### src/rtl/spi_cmd_slave_rx_if.sv
// Bundle of SPI pins and the downstream frame handshake for spi_cmd_slave_rx.
interface spi_cmd_slave_rx_if #(
   parameter int CMD_BITS   = 41,
   parameter int REPLY_BITS = 6
);
   logic                  spi_clk;
   logic                  spi_cs;
   logic                  spi_mosi;
   logic                  spi_miso;
   logic [REPLY_BITS-1:0] status;
   logic [CMD_BITS-1:0]   data;
   logic [6:0]            data_num;
   logic                  dready;
   logic                  ack;
   logic [7:0]            drop_cnt;

   modport slave (
      input  spi_clk, spi_cs, spi_mosi, status, ack,
      output spi_miso, data, data_num, dready, drop_cnt
   );

   modport master (
      output spi_clk, spi_cs, spi_mosi, status, ack,
      input  spi_miso, data, data_num, dready, drop_cnt
   );
endinterface

### src/rtl/spi_cmd_slave_rx.sv
// SPI slave front end: oversampled majority-vote filtering of clk/cs, command
// frame capture, optional status reply on read opcode, dready/ack hand-off.
module spi_cmd_slave_rx #(
   parameter int                     CMD_BITS      = 41,
   parameter int                     REPLY_BITS    = 6,
   parameter int                     OPCODE_BITS   = 4,
   parameter logic [OPCODE_BITS-1:0] READ_OPCODE   = 4'b1000,
   parameter int                     OVS           = 5,
   parameter bit                     SAMPLE_RISING = 1'b1,
   parameter bit                     REPLY_INVERT  = 1'b1
) (
   input logic               clk,
   input logic               rst,
   spi_cmd_slave_rx_if.slave bus
);
   localparam int WW  = $clog2(OVS);
   localparam int SW  = $clog2(OVS + 1);
   localparam int RCW = $clog2(REPLY_BITS + 1);
   localparam logic [WW-1:0]  WIN_LAST = WW'(OVS - 1);
   localparam logic [SW:0]    HALF     = (SW + 1)'(OVS / 2);
   localparam logic [6:0]     CMD_N    = 7'(CMD_BITS);
   localparam logic [6:0]     OPC_LAST = 7'(OPCODE_BITS - 1);
   localparam logic [RCW-1:0] RC_LAST  = RCW'(REPLY_BITS - 1);

   typedef enum logic [1:0] {IDLE, SHIFT, DONE} state_t;

   logic [1:0]            sclk_q, sclk_d, scs_q, scs_d, smosi_q, smosi_d;
   logic [WW-1:0]         win_q, win_d;
   logic [SW-1:0]         clk_sum_q, clk_sum_d, cs_sum_q, cs_sum_d;
   logic                  clk_filt_q, clk_filt_d, cs_filt_q, cs_filt_d;
   logic                  clk_rise_q, clk_rise_d, clk_fall_q, clk_fall_d;
   logic                  cs_rise_q, cs_rise_d, cs_fall_q, cs_fall_d;
   logic                  cs_seen_q, cs_seen_d;
   state_t                state_q, state_d;
   logic [CMD_BITS-1:0]   data_q, data_d;
   logic [6:0]            num_q, num_d;
   logic                  dready_q, dready_d;
   logic [7:0]            drop_q, drop_d;
   logic                  miso_q, miso_d;
   logic                  armed_q, armed_d;
   logic [REPLY_BITS-1:0] rsr_q, rsr_d;
   logic [RCW-1:0]        rcnt_q, rcnt_d;
   logic                  opc_q, opc_d;

   logic [SW:0] clk_tot, cs_tot;
   logic        win_last, clk_hi, cs_hi, cap, lau;

   always_comb begin
      sclk_d  = {sclk_q[0], bus.spi_clk};
      scs_d   = {scs_q[0], bus.spi_cs};
      smosi_d = {smosi_q[0], bus.spi_mosi};

      // Window total includes the current sample, so each window spans OVS samples.
      win_last  = (win_q == WIN_LAST);
      clk_tot   = {1'b0, clk_sum_q} + {{SW{1'b0}}, sclk_q[1]};
      cs_tot    = {1'b0, cs_sum_q} + {{SW{1'b0}}, scs_q[1]};
      clk_hi    = (clk_tot > HALF);
      cs_hi     = (cs_tot > HALF);
      win_d     = win_last ? '0 : win_q + WW'(1);
      clk_sum_d = win_last ? '0 : clk_tot[SW-1:0];
      cs_sum_d  = win_last ? '0 : cs_tot[SW-1:0];
      clk_filt_d = win_last ? clk_hi : clk_filt_q;
      cs_filt_d  = win_last ? cs_hi : cs_filt_q;
      clk_rise_d = win_last & ~clk_filt_q & clk_hi;
      clk_fall_d = win_last & clk_filt_q & ~clk_hi;
      cs_rise_d  = win_last & ~cs_filt_q & cs_hi;
      // A cs fall only counts once cs has been seen idle high since reset,
      // so a frame interrupted by reset is never picked up half-way.
      cs_fall_d  = win_last & cs_filt_q & ~cs_hi & cs_seen_q;
      cs_seen_d  = cs_seen_q | (win_last & cs_hi);

      cap = SAMPLE_RISING ? clk_rise_q : clk_fall_q;
      lau = SAMPLE_RISING ? clk_fall_q : clk_rise_q;

      state_d  = state_q;
      data_d   = data_q;
      num_d    = num_q;
      dready_d = dready_q;
      drop_d   = drop_q;
      miso_d   = miso_q;
      armed_d  = armed_q;
      rsr_d    = rsr_q;
      rcnt_d   = rcnt_q;
      opc_d    = 1'b0;

      if (bus.ack) begin
         drop_d = '0;
         if (dready_q) begin
            dready_d = 1'b0;
            num_d    = '0;
         end
      end

      case (state_q)
         IDLE: begin
            if (cs_fall_q) begin
               if (dready_q) begin
                  state_d = DONE;
                  if (drop_d != 8'hFF) drop_d = drop_d + 8'd1;
               end else begin
                  state_d = SHIFT;
                  data_d  = '0;
                  num_d   = '0;
                  armed_d = 1'b0;
                  rsr_d   = '0;
                  rcnt_d  = '0;
                  miso_d  = 1'b0;
               end
            end
         end
         SHIFT: begin
            if (cap && num_q < CMD_N) begin
               data_d = {data_q[CMD_BITS-2:0], smosi_q[1]};
               num_d  = num_q + 7'd1;
               opc_d  = (num_q == OPC_LAST);
            end
            if (opc_q && data_q[OPCODE_BITS-1:0] == READ_OPCODE) begin
               rsr_d   = bus.status;
               armed_d = 1'b1;
               rcnt_d  = '0;
            end
            if (lau) begin
               if (armed_q) begin
                  miso_d = rsr_q[REPLY_BITS-1] ^ REPLY_INVERT;
                  rsr_d  = rsr_q << 1;
                  rcnt_d = rcnt_q + RCW'(1);
                  if (rcnt_q == RC_LAST) armed_d = 1'b0;
               end else begin
                  miso_d = 1'b0;
               end
            end
            if (cs_rise_q) begin
               state_d = IDLE;
               miso_d  = 1'b0;
               armed_d = 1'b0;
               if (num_d != '0) dready_d = 1'b1;
            end
         end
         DONE: begin
            if (cs_rise_q) state_d = IDLE;
         end
         default: state_d = IDLE;
      endcase
   end

   always_ff @(posedge clk or posedge rst) begin
      if (rst) begin
         sclk_q     <= 2'b00;
         scs_q      <= 2'b11;
         smosi_q    <= 2'b00;
         win_q      <= '0;
         clk_sum_q  <= '0;
         cs_sum_q   <= '0;
         clk_filt_q <= 1'b1;
         cs_filt_q  <= 1'b1;
         clk_rise_q <= 1'b0;
         clk_fall_q <= 1'b0;
         cs_rise_q  <= 1'b0;
         cs_fall_q  <= 1'b0;
         cs_seen_q  <= 1'b0;
         state_q    <= IDLE;
         data_q     <= '0;
         num_q      <= '0;
         dready_q   <= 1'b0;
         drop_q     <= '0;
         miso_q     <= 1'b0;
         armed_q    <= 1'b0;
         rsr_q      <= '0;
         rcnt_q     <= '0;
         opc_q      <= 1'b0;
      end else begin
         sclk_q     <= sclk_d;
         scs_q      <= scs_d;
         smosi_q    <= smosi_d;
         win_q      <= win_d;
         clk_sum_q  <= clk_sum_d;
         cs_sum_q   <= cs_sum_d;
         clk_filt_q <= clk_filt_d;
         cs_filt_q  <= cs_filt_d;
         clk_rise_q <= clk_rise_d;
         clk_fall_q <= clk_fall_d;
         cs_rise_q  <= cs_rise_d;
         cs_fall_q  <= cs_fall_d;
         cs_seen_q  <= cs_seen_d;
         state_q    <= state_d;
         data_q     <= data_d;
         num_q      <= num_d;
         dready_q   <= dready_d;
         drop_q     <= drop_d;
         miso_q     <= miso_d;
         armed_q    <= armed_d;
         rsr_q      <= rsr_d;
         rcnt_q     <= rcnt_d;
         opc_q      <= opc_d;
      end
   end

   assign bus.spi_miso = miso_q;
   assign bus.data     = data_q;
   assign bus.data_num = num_q;
   assign bus.dready   = dready_q;
   assign bus.drop_cnt = drop_q;
endmodule

### src/flat_wrapper.sv
// flat-port wrapper written by rule: the top's interface ports become plain ports
module spi_cmd_slave_rx_flat 
#(
   parameter int                     CMD_BITS      = 41,
   parameter int                     REPLY_BITS    = 6,
   parameter int                     OPCODE_BITS   = 4,
   parameter logic [OPCODE_BITS-1:0] READ_OPCODE   = 4'b1000,
   parameter int                     OVS           = 5,
   parameter bit                     SAMPLE_RISING = 1'b1,
   parameter bit                     REPLY_INVERT  = 1'b1
)
  (clk, rst, bus_spi_clk, bus_spi_cs, bus_spi_mosi, bus_status, bus_ack, bus_spi_miso, bus_data, bus_data_num, bus_dready, bus_drop_cnt);
  spi_cmd_slave_rx_if #(.CMD_BITS(CMD_BITS), .REPLY_BITS(REPLY_BITS)) bus_i ();
  input logic clk;
  input logic rst;
  input wire logic [$bits(bus_i.spi_clk)-1:0] bus_spi_clk;
  input wire logic [$bits(bus_i.spi_cs)-1:0] bus_spi_cs;
  input wire logic [$bits(bus_i.spi_mosi)-1:0] bus_spi_mosi;
  input wire logic [$bits(bus_i.status)-1:0] bus_status;
  input wire logic [$bits(bus_i.ack)-1:0] bus_ack;
  output wire logic [$bits(bus_i.spi_miso)-1:0] bus_spi_miso;
  output wire logic [$bits(bus_i.data)-1:0] bus_data;
  output wire logic [$bits(bus_i.data_num)-1:0] bus_data_num;
  output wire logic [$bits(bus_i.dready)-1:0] bus_dready;
  output wire logic [$bits(bus_i.drop_cnt)-1:0] bus_drop_cnt;
  assign bus_i.spi_clk = bus_spi_clk;
  assign bus_i.spi_cs = bus_spi_cs;
  assign bus_i.spi_mosi = bus_spi_mosi;
  assign bus_i.status = bus_status;
  assign bus_i.ack = bus_ack;
  assign bus_spi_miso = bus_i.spi_miso;
  assign bus_data = bus_i.data;
  assign bus_data_num = bus_i.data_num;
  assign bus_dready = bus_i.dready;
  assign bus_drop_cnt = bus_i.drop_cnt;
  spi_cmd_slave_rx #(.CMD_BITS(CMD_BITS), .REPLY_BITS(REPLY_BITS), .OPCODE_BITS(OPCODE_BITS), .READ_OPCODE(READ_OPCODE), .OVS(OVS), .SAMPLE_RISING(SAMPLE_RISING), .REPLY_INVERT(REPLY_INVERT)) u_core (.clk(clk), .rst(rst), .bus(bus_i));
endmodule
### config.mk
export PLATFORM = sky130hd
export DESIGN_NAME = spi_cmd_slave_rx_flat
export DESIGN_NICKNAME = d
export VERILOG_FILES = /design/src/rtl/spi_cmd_slave_rx_if.sv /design/src/rtl/spi_cmd_slave_rx.sv /design/src/flat_wrapper.sv
export SDC_FILE = /design/constraint.sdc
export NUM_CORES = 1
export LEC_CHECK = 0
export ABC_AREA = 0
export CAP_MARGIN = 10
export CORE_MARGIN = 2
export CORE_UTILIZATION = 57
export DETAILED_ROUTE_END_ITERATION = 6
export PLACE_DENSITY = 0.88
export SLEW_MARGIN = 25
export SYNTH_ARGS = -nofsm -noshare
export SYNTH_HDL_FRONTEND = slang
export SYNTH_SLANG_ARGS = --single-unit
### constraint.sdc
create_clock -name clk -period 5 [get_ports clk]
set_clock_uncertainty 0.1 [all_clocks]
set_input_delay 0.75 -clock clk [delete_from_list [all_inputs] [get_ports clk]]
set_output_delay 0.75 -clock clk [all_outputs]
set_load 0.005 [all_outputs]
* Word level (Yosys, flattened, before mapping)
Index checks and enable logic that the tools add are counted.
Cells by class: add/sub/neg operators 6, multipliers 0, div/mod/pow operators 0, magnitude comparators 3, equal/unequal tests 12, shift-type cells 0, mux-type cells 53, bitwise gates (word level) 16, reductions and logical operators 10
Operators with widths (count):
- $mux 41 | 3
- $pmux 41 s2 | 1
- $mux 7 | 6
- $mux 8 | 5
- $mux 6 | 5
- $mux 3 | 8
- $mux 1 | 16
- $pmux 7 s2 | 1
- $pmux 6 s2 | 1
- $and 1x1->1 | 10
- $add 3x1->4 | 2
- $add 8x1->8 const B | 1
- $gt 4x2->1 const B | 2
- $ne 8x8->1 const B | 1
- $reduce_and 4->1 | 2
- $add 7x1->7 const B | 1
- $eq 7x2->1 const B | 1
- $lt 7x6->1 const B | 1
- $reduce_bool 7->1 | 1
- $add 3x1->3 const B | 2
- $eq 3x3->1 const B | 2
- $mux 2 | 3
- $ne 2x1->1 const B | 3
- $pmux 3 s2 | 1
- 15 further kinds | 21
Word-level totals: flip-flop bits (word level) 93, latch bits 0, memory bits (writable) 0, bits in read-only memories 0, input bits 12, word-level logic and storage cells 123, memories kept 0

* Depth between registers and ports, before layout
Gate-level depths: netlist of the first run.
depth after elaboration 8, depth in mapped cells 9, mapped depth without buffers 7

* Least setup slack after synthesis of the first run
No wires, ideal clock.
path kind input -> register, start point input port bus_ack, end point register u_core.drop_q[3], in the netlist u_core.bus.drop_cnt[3], library setup time 0.118 ns, arrival time 1.854 ns, required time 4.782 ns, slack 2.928 ns, stages 7, cell sequence nor2b_1 ha_1 nand3_1 o31a_1 nand4_1 xor2_1 nor2_1
Between the ends: longest elaborated chain between the ends 6, elaborated cells on any way between the ends 7, those cells by class add/sub (1); eq/ne (1); mux (5)
Ends and longest elaborated chain:
- from (decl) | line flat_wrapper.sv:20 | input wire logic [$bits(bus_i.ack)-1:0] bus_ack;
- $mux 8 (*) | line spi_cmd_slave_rx.sv:86 | if (bus.ack) begin
- $add 8x1->8 or $ne 8x8->1 (tied branches) | line spi_cmd_slave_rx.sv:99 | if (drop_d != 8'hFF) drop_d = drop_d + 8'd1;
- $mux 8 | line spi_cmd_slave_rx.sv:99
- $mux 8 | line spi_cmd_slave_rx.sv:97 | if (dready_q) begin
- $mux 8 | line spi_cmd_slave_rx.sv:96 | if (cs_fall_q) begin
- $mux 8 (*) | line spi_cmd_slave_rx.sv:94 | case (state_q)
- named net u_core.drop_d[3] | line spi_cmd_slave_rx.sv:38 | logic [7:0] drop_q, drop_d;
- to (signal assigned) | line spi_cmd_slave_rx.sv:189 | drop_q <= drop_d;
- to (decl) | line spi_cmd_slave_rx.sv:38
Mark *: on every way through the listed nets, which the timed path passes. The rest lies on a longest branch. A chain may end at the register's enable or synchronous reset.

* Final worst setup path of the first run
start point register u_core.state_q[1], end point register u_core.data_q[12], in the netlist u_core.bus.data[12]
Between the ends: longest elaborated chain between the ends 3, elaborated cells on any way between the ends 8, those cells by class eq/ne (4); mux (1); reduce/logical (3)
Ends and longest elaborated chain:
- from (decl) | line spi_cmd_slave_rx.sv:34 | state_t state_q, state_d;
- from (signal assigned) | line spi_cmd_slave_rx.sv:185 | state_q <= state_d;
- $eq 2x1->1 or $logic_not 2->1 (tied branches) | line spi_cmd_slave_rx.sv:94
- $ne 2x1->1 (no source line) (tied with other cells)
- $reduce_and 4->1 (no source line)
- to (signal assigned) | line spi_cmd_slave_rx.sv:186 | data_q <= data_d;
- to (decl) | line spi_cmd_slave_rx.sv:35 | logic [CMD_BITS-1:0] data_q, data_d;
Parallel ways exist; a longest one is shown, timed or not.

==> results of run 1 <==
## logic make-up (layout without fill, tap and decap cells)
| family | Yosys count | count (layout) | synth area share |
|---|---|---|---|
| AO/OA/AOI/OAI | 101 | 101 | 0.194 |
| XOR/XNOR | 6 | 6 | 0.0128 |
| adder cells (fa/ha/maj) | 12 | 12 | 0.0365 |
| buffers and inverters | 28 | 99 | 0.0374 |
| flip-flops | 93 | 93 | 0.567 |
| multiplexers | 8 | 8 | 0.0204 |
| AND/OR/NAND/NOR | 102 | 102 | 0.132 |
## state kept, by name, indices dropped and copies added (netlist names), 3 cells and up
signal / count
u_core.bus.data_num: 7
u_core.bus.drop_cnt: 8
u_core.rcnt_q: 3
u_core.rsr_q: 6
u_core.bus.data: 41
u_core.clk_sum_q: 3
u_core.win_q: 3
u_core.cs_sum_q: 3
## worst paths after layout
kind	start	end	slack, ps	cells past startpoint
max in group asynchronous	rst	u_core.cs_filt_q	3110	3
min in group asynchronous	rst	u_core.win_q[1]	760	2
setup reg to reg	u_core.state_q[1]	u_core.bus.data[12]	2240	6
hold reg to reg	u_core.scs_q[0]	u_core.scs_q[1]	260	0
hold / removal	u_core.scs_q[0]	u_core.scs_q[1]	260	0
setup / recovery	u_core.state_q[1]	u_core.bus.data[12]	2240	6
## where the power goes
| part | internal, mW | total [mW] | switching, mW |
|---|---|---|---|
| clock network | 0.285 | 0.547 | 0.262 |
| registers | 0.814 | 0.879 | 0.0646 |
| logic | 0.145 | 0.341 | 0.197 |
## through the flow
stage	std cells	util	setup slack, ps	total power [mW]
after floorplan	350	-	1740	1.15
after global placement	502	0.701	2290	1.21
after detailed placement	502	0.701	2180	1.23
after CTS	517	0.733	2290	1.78
after global routing	517	0.733	1990	1.85
final	517	0.733	2240	1.77
## layout make-up
type	count	area (sq um)	area share
well taps	96	120	0.0237
flip-flops and latches	93	2330	0.461
inverters	12	47.5	0.00939
clock inverters	6	96.3	0.0190
repair buffers	72	713	0.141
clock buffers	9	124	0.0245
multi-input cells	229	1630	0.322
## worst max-delay path, delay by kind of cell, from the launching register on
family | cells | cell delay [ps]
adder cells (fa/ha/maj) | 1 | 800
buffers and inverters | 2 | 520
multiplexers | 1 | 470
flip-flops | 1 | 400
AO/OA/AOI/OAI | 1 | 210
AND/OR/NAND/NOR | 1 | 190
## cell usage after synthesis, types with 6 or more instances
library cell   n  area, sq um
dfrtp_1       89         2230
a22o_1        47          412
nor2_1        28          105
nand2_1       19         71.3
a21oi_1       14         70.1
ha_1          12          150
inv_1         12         45.0
nand3_1       12         60.1
and2_1         7         43.8
nor2b_1        7         43.8
buf_2          6         30.0
nand4_1        6         37.5
o21ai_0        6         30.0
## metal layers
layer | global-route usage | routed length, um | vias to the layer above
li1 | - | - | 1428
met1 | 0.306 | 3690 | 1530
met2 | 0.377 | 4400 | 85
met3 | 0.0369 | 402 | 19
met4 | 0.118 | 182 | 0
met5 | 0 | 0 | -
==> impl_metrics.json, run 1 <==
{
  "status": "finished clean",
  "ant_nets": 0,
  "start_util": 0.596,
  "synth_area_sq_mm": 0.00411,
  "mostFrequentLayoutCells": "89 x dfrtp_1, 69 x clkdlybuf4s50_1, 47 x a22o_1",
  "rsz0062_at_grt": "no",
  "drc_errors": 0,
  "design_area_sq_mm": 0.00506,
  "whs_ps": 260,
  "place_congestion": 0.929,
  "relSlewSlack": 0.364,
  "grt_usage": 0.232,
  "coreArea_sq_mm": 0.00691,
  "antenna_found_initial": 0,
  "num_vias": 3062,
  "cts-resized-gates": 0,
  "drt-initial-drc-count": 238,
  "ios": 70,
  "crit_path_end_kind": "flip-flop",
  "yosysSeqAreaShare": 0.567,
  "row_count": 30,
  "synth_nets": 374,
  "die_h_um": 89.0,
  "fill_cells": 488,
  "viasPerCell": 5.92,
  "grt_remaining_overflow": 0,
  "min_period_ps": 2760,
  "cts_setup_buffers": 0,
  "synth.avg_cell_area_sq_um": 11.8,
  "grt_max_degree": 62,
  "num-nets-final": 441,
  "finalSetupViolCount": 0,
  "max_stage_delay_ps": 800,
  "drive_gt1_frac": 0.0784,
  "power.leakage_nw": 2.24,
  "clockRootBuffer": "clkbuf_8",
  "cp-start-kind": "flip-flop",
  "grt_pass1_wl_um": 14100,
  "grt_pass1_vias": 2965,
  "numCtsBuffers": 9,
  "clk_pin_slew_worst_paths_ps": 90,
  "worst_slew_pin_slew_ps": 954,
  "ctsHoldBuffers": 0,
  "yosysUniqueCellTypes": 51,
  "timing.fmax_ghz": 0.363,
  "drv_cap": 0,
  "clk_latency_ps": 360,
  "ys_seq_elements": 93,
  "fp.dieW_um": 89.0,
  "pwr_density_cell_mw_per_mm2": 349,
  "crit_chain": "inv_1 -> ha_1 -> mux2i_1 -> nor2_2 -> buf_4 -> a22o_1",
  "syn_inst": 350,
  "synth_top_flop_cell": "dfrtp_1",
  "wirelength_um": 8670,
  "cts_tree": "done",
  "worstPathRequired_ps": 5190,
  "firstDrtPassIters": 5,
  "wire_per_inst_um": 16.8,
  "cts_buffer_depth": 2,
  "worstPathMaxFanout": 41,
  "final_max_slew_viol_count": 0,
  "final.period_utilization": 0.551,
  "hpwl_um": 6000,
  "crit_slowest_cell": "ha_1",
  "synth_edf_count": 0,
  "final_common_cell": "dfrtp_1",
  "synthToLayoutAreaGrowth_pct": 23.1,
  "worstPathArrival_ps": 2950,
  "place_area_sq_mm": 0.00484,
  "async_reset_ff_frac": 1.00,
  "synth_warnings": 0,
  "h-tree-depth": 3,
  "setup-tns-final_ps": 0,
  "vdd.ir_drop.worst_mv": 0.217,
  "num_antenna_cells": 0,
  "finalHoldViolCount": 0,
  "io_buffers": 69,
  "cts.sinks": 93,
  "path_class": "flip-flop to flip-flop",
  "dieArea_sq_mm": 0.00791,
  "hold_path.class": "flip-flop to flip-flop"
}
No activity file was read; power rests on OpenSTA's default activity.
==> run 2: changes to the inputs <==
- CORE_UTILIZATION: 57 -> 48
- PLACE_DENSITY: 0.88 -> 0.79
- clock period: 5 -> 2.29 ns (I/O delays scaled with it)
==> run 2 against run 1 <==
Utilization down 12 points. Clock-buffer cell count unchanged. Global-route usage down 3.5 points. Die area up 18%. Clock power up 100%. Worst setup slack worse by 2100 ps. Routed wire length down 0.45%. Total power up 110%. Maximum frequency up 30%. Sequential share of layout area down 0.35 points. Register-to-register slack worse by 2100 ps. Sequential power up 120%. Critical path type unchanged.
==> impl_metrics.json, run 2 (synthesis results as in run 1) <==
{
  "finalHoldViolCount": 0,
  "place_area_sq_mm": 0.00491,
  "layout.cells.non_filler": 531,
  "multi_input_area_sq_mm": 0.00163,
  "drive_gt1_frac": 0.0915,
  "cts_buffer_depth": 2,
  "reg2reg_slack_ps": 170,
  "wire_per_inst_um": 16.3,
  "clk_latency_ps": 360,
  "num_vias": 3043,
  "worstPathMaxFanout": 43,
  "die_h_um": 96.6,
  "cp_top_family": "compound AO/OA/AOI/OAI gates",
  "final_common_cell": "dfrtp_1",
  "ctsHoldBuffers": 0,
  "grt_max_degree": 94,
  "coreArea_sq_mm": 0.00826,
  "cp-start-kind": "flip-flop",
  "crit_buf_inv": 1,
  "hold_path.class": "flip-flop to flip-flop",
  "drc_errors": 0,
  "dp_cells": 516,
  "timing.fmax_ghz": 0.472,
  "clk_pin_slew_worst_paths_ps": 100,
  "ant_nets": 0,
  "grt_pass1_vias": 2937,
  "status": "finished clean",
  "antenna_found_initial": 0,
  "crit_top_cell": "a22o_1",
  "cts.sinks": 93,
  "regArea_sq_mm": 0.00233,
  "synthToLayoutAreaGrowth_pct": 24.0,
  "max_stage_delay_ps": 500,
  "wirelength_um": 8630,
  "cts_tree": "done",
  "fp.dieW_um": 96.6,
  "drv_cap": 0,
  "worstPathRequired_ps": 2490,
  "grt_pass1_wl_um": 14400,
  "dieArea_sq_mm": 0.00933,
  "final.period_utilization": 0.926,
  "place_congestion": 0.889,
  "row_count": 33,
  "ios": 70,
  "viasPerCell": 5.73,
  "grt_usage": 0.198,
  "num-nets-final": 446,
  "pwr_density_cell_mw_per_mm2": 742,
  "start_util": 0.498,
  "min_period_ps": 2120,
  "worst_slew_pin_slew_ps": 486,
  "crit_path_end_kind": "flip-flop",
  "final_max_slew_viol_count": 0,
  "hpwl_um": 5800,
  "design_area_sq_mm": 0.00510,
  "power.leakage_nw": 2.25,
  "num_antenna_cells": 0,
  "mostFrequentLayoutCells": "89 x dfrtp_1, 69 x clkdlybuf4s50_1, 47 x a22o_1",
  "numCtsBuffers": 9,
  "fill_cells": 697,
  "firstDrtPassIters": 4,
  "vdd.ir_drop.worst_mv": 0.344,
  "drt-initial-drc-count": 205,
  "relSlewSlack": 0.672,
  "whs_ps": 251,
  "path_class": "flip-flop to flip-flop",
  "crit_slowest_cell": "dfrtp_1",
  "worstPathArrival_ps": 2320,
  "finalSetupViolCount": 0,
  "crit_chain": "nand4bb_4 -> o2111ai_4 -> a22o_1 -> buf_4 -> a22o_1",
  "io_buffers": 69,
  "grt_remaining_overflow": 0,
  "largest_register_ffs": 41,
  "h-tree-depth": 3,
  "rsz0062_at_grt": "no",
  "clockRootBuffer": "clkbuf_8"
}
## run 2: changes by cell type in the layout (fill, tap and decap cells not counted), sizes merged
cell and delta:
buf +5, clkinvlp +2, bufinv -1, inv -1
## run 2: final timing paths
path                                        startpoint            endpoint  depth (start not counted)
worst max register to register  u_core.bus.data_num[4]  u_core.bus.data[0]                          5
worst min register to register        u_core.sclk_q[0]    u_core.sclk_q[1]                          0
max in group asynchronous                          rst    u_core.cs_filt_q                          3
worst max-delay path            u_core.bus.data_num[4]  u_core.bus.data[0]                          5
min in group asynchronous                          rst   u_core.state_q[1]                          3
worst min-delay path                  u_core.sclk_q[0]    u_core.sclk_q[1]                          0
## run 2: area by class of cell
cell class              instances  share of cell area
multi-input cells             229               0.320
clock buffers                   9              0.0243
repair buffers                 77               0.150
well taps                     105              0.0257
flip-flops and latches         93               0.457
inverters                      12             0.00956
clock inverters                 6              0.0137
## run 2: metrics by stage
step	power, mW	TNS (ps)	util	setup slack [ps]
finish	3.79	0	0.618	169
global route	4.01	0	0.618	31.8
CTS	3.80	0	0.618	125
detailed placement	2.70	-85.3	0.594	-72.3
global placement	2.67	0	0.594	79.0
floorplan	2.51	0	-	355
## run 2: power breakdown
| part | internal [mW] | total (mW) | switching [mW] |
|---|---|---|---|
| registers | 1.78 | 1.92 | 0.140 |
| logic | 0.340 | 0.764 | 0.424 |
| clock network | 0.508 | 1.10 | 0.596 |
| total | 2.63 | 3.79 | 1.16 |
## run 2: per-layer routing
metal	GRT usage	vias to the layer above	routed length (um)
met3	0.0403	11	341
met2	0.294	65	4170
met1	0.290	1531	3990
li1	-	1436	-
met5	0	-	0
met4	0.0669	0	131
## run 2: repair_timing
action / in CTS / in global routing
resized for setup: 0 / 1
buffers inserted: 0 / 0
setup endpoints to repair: 0 / 1
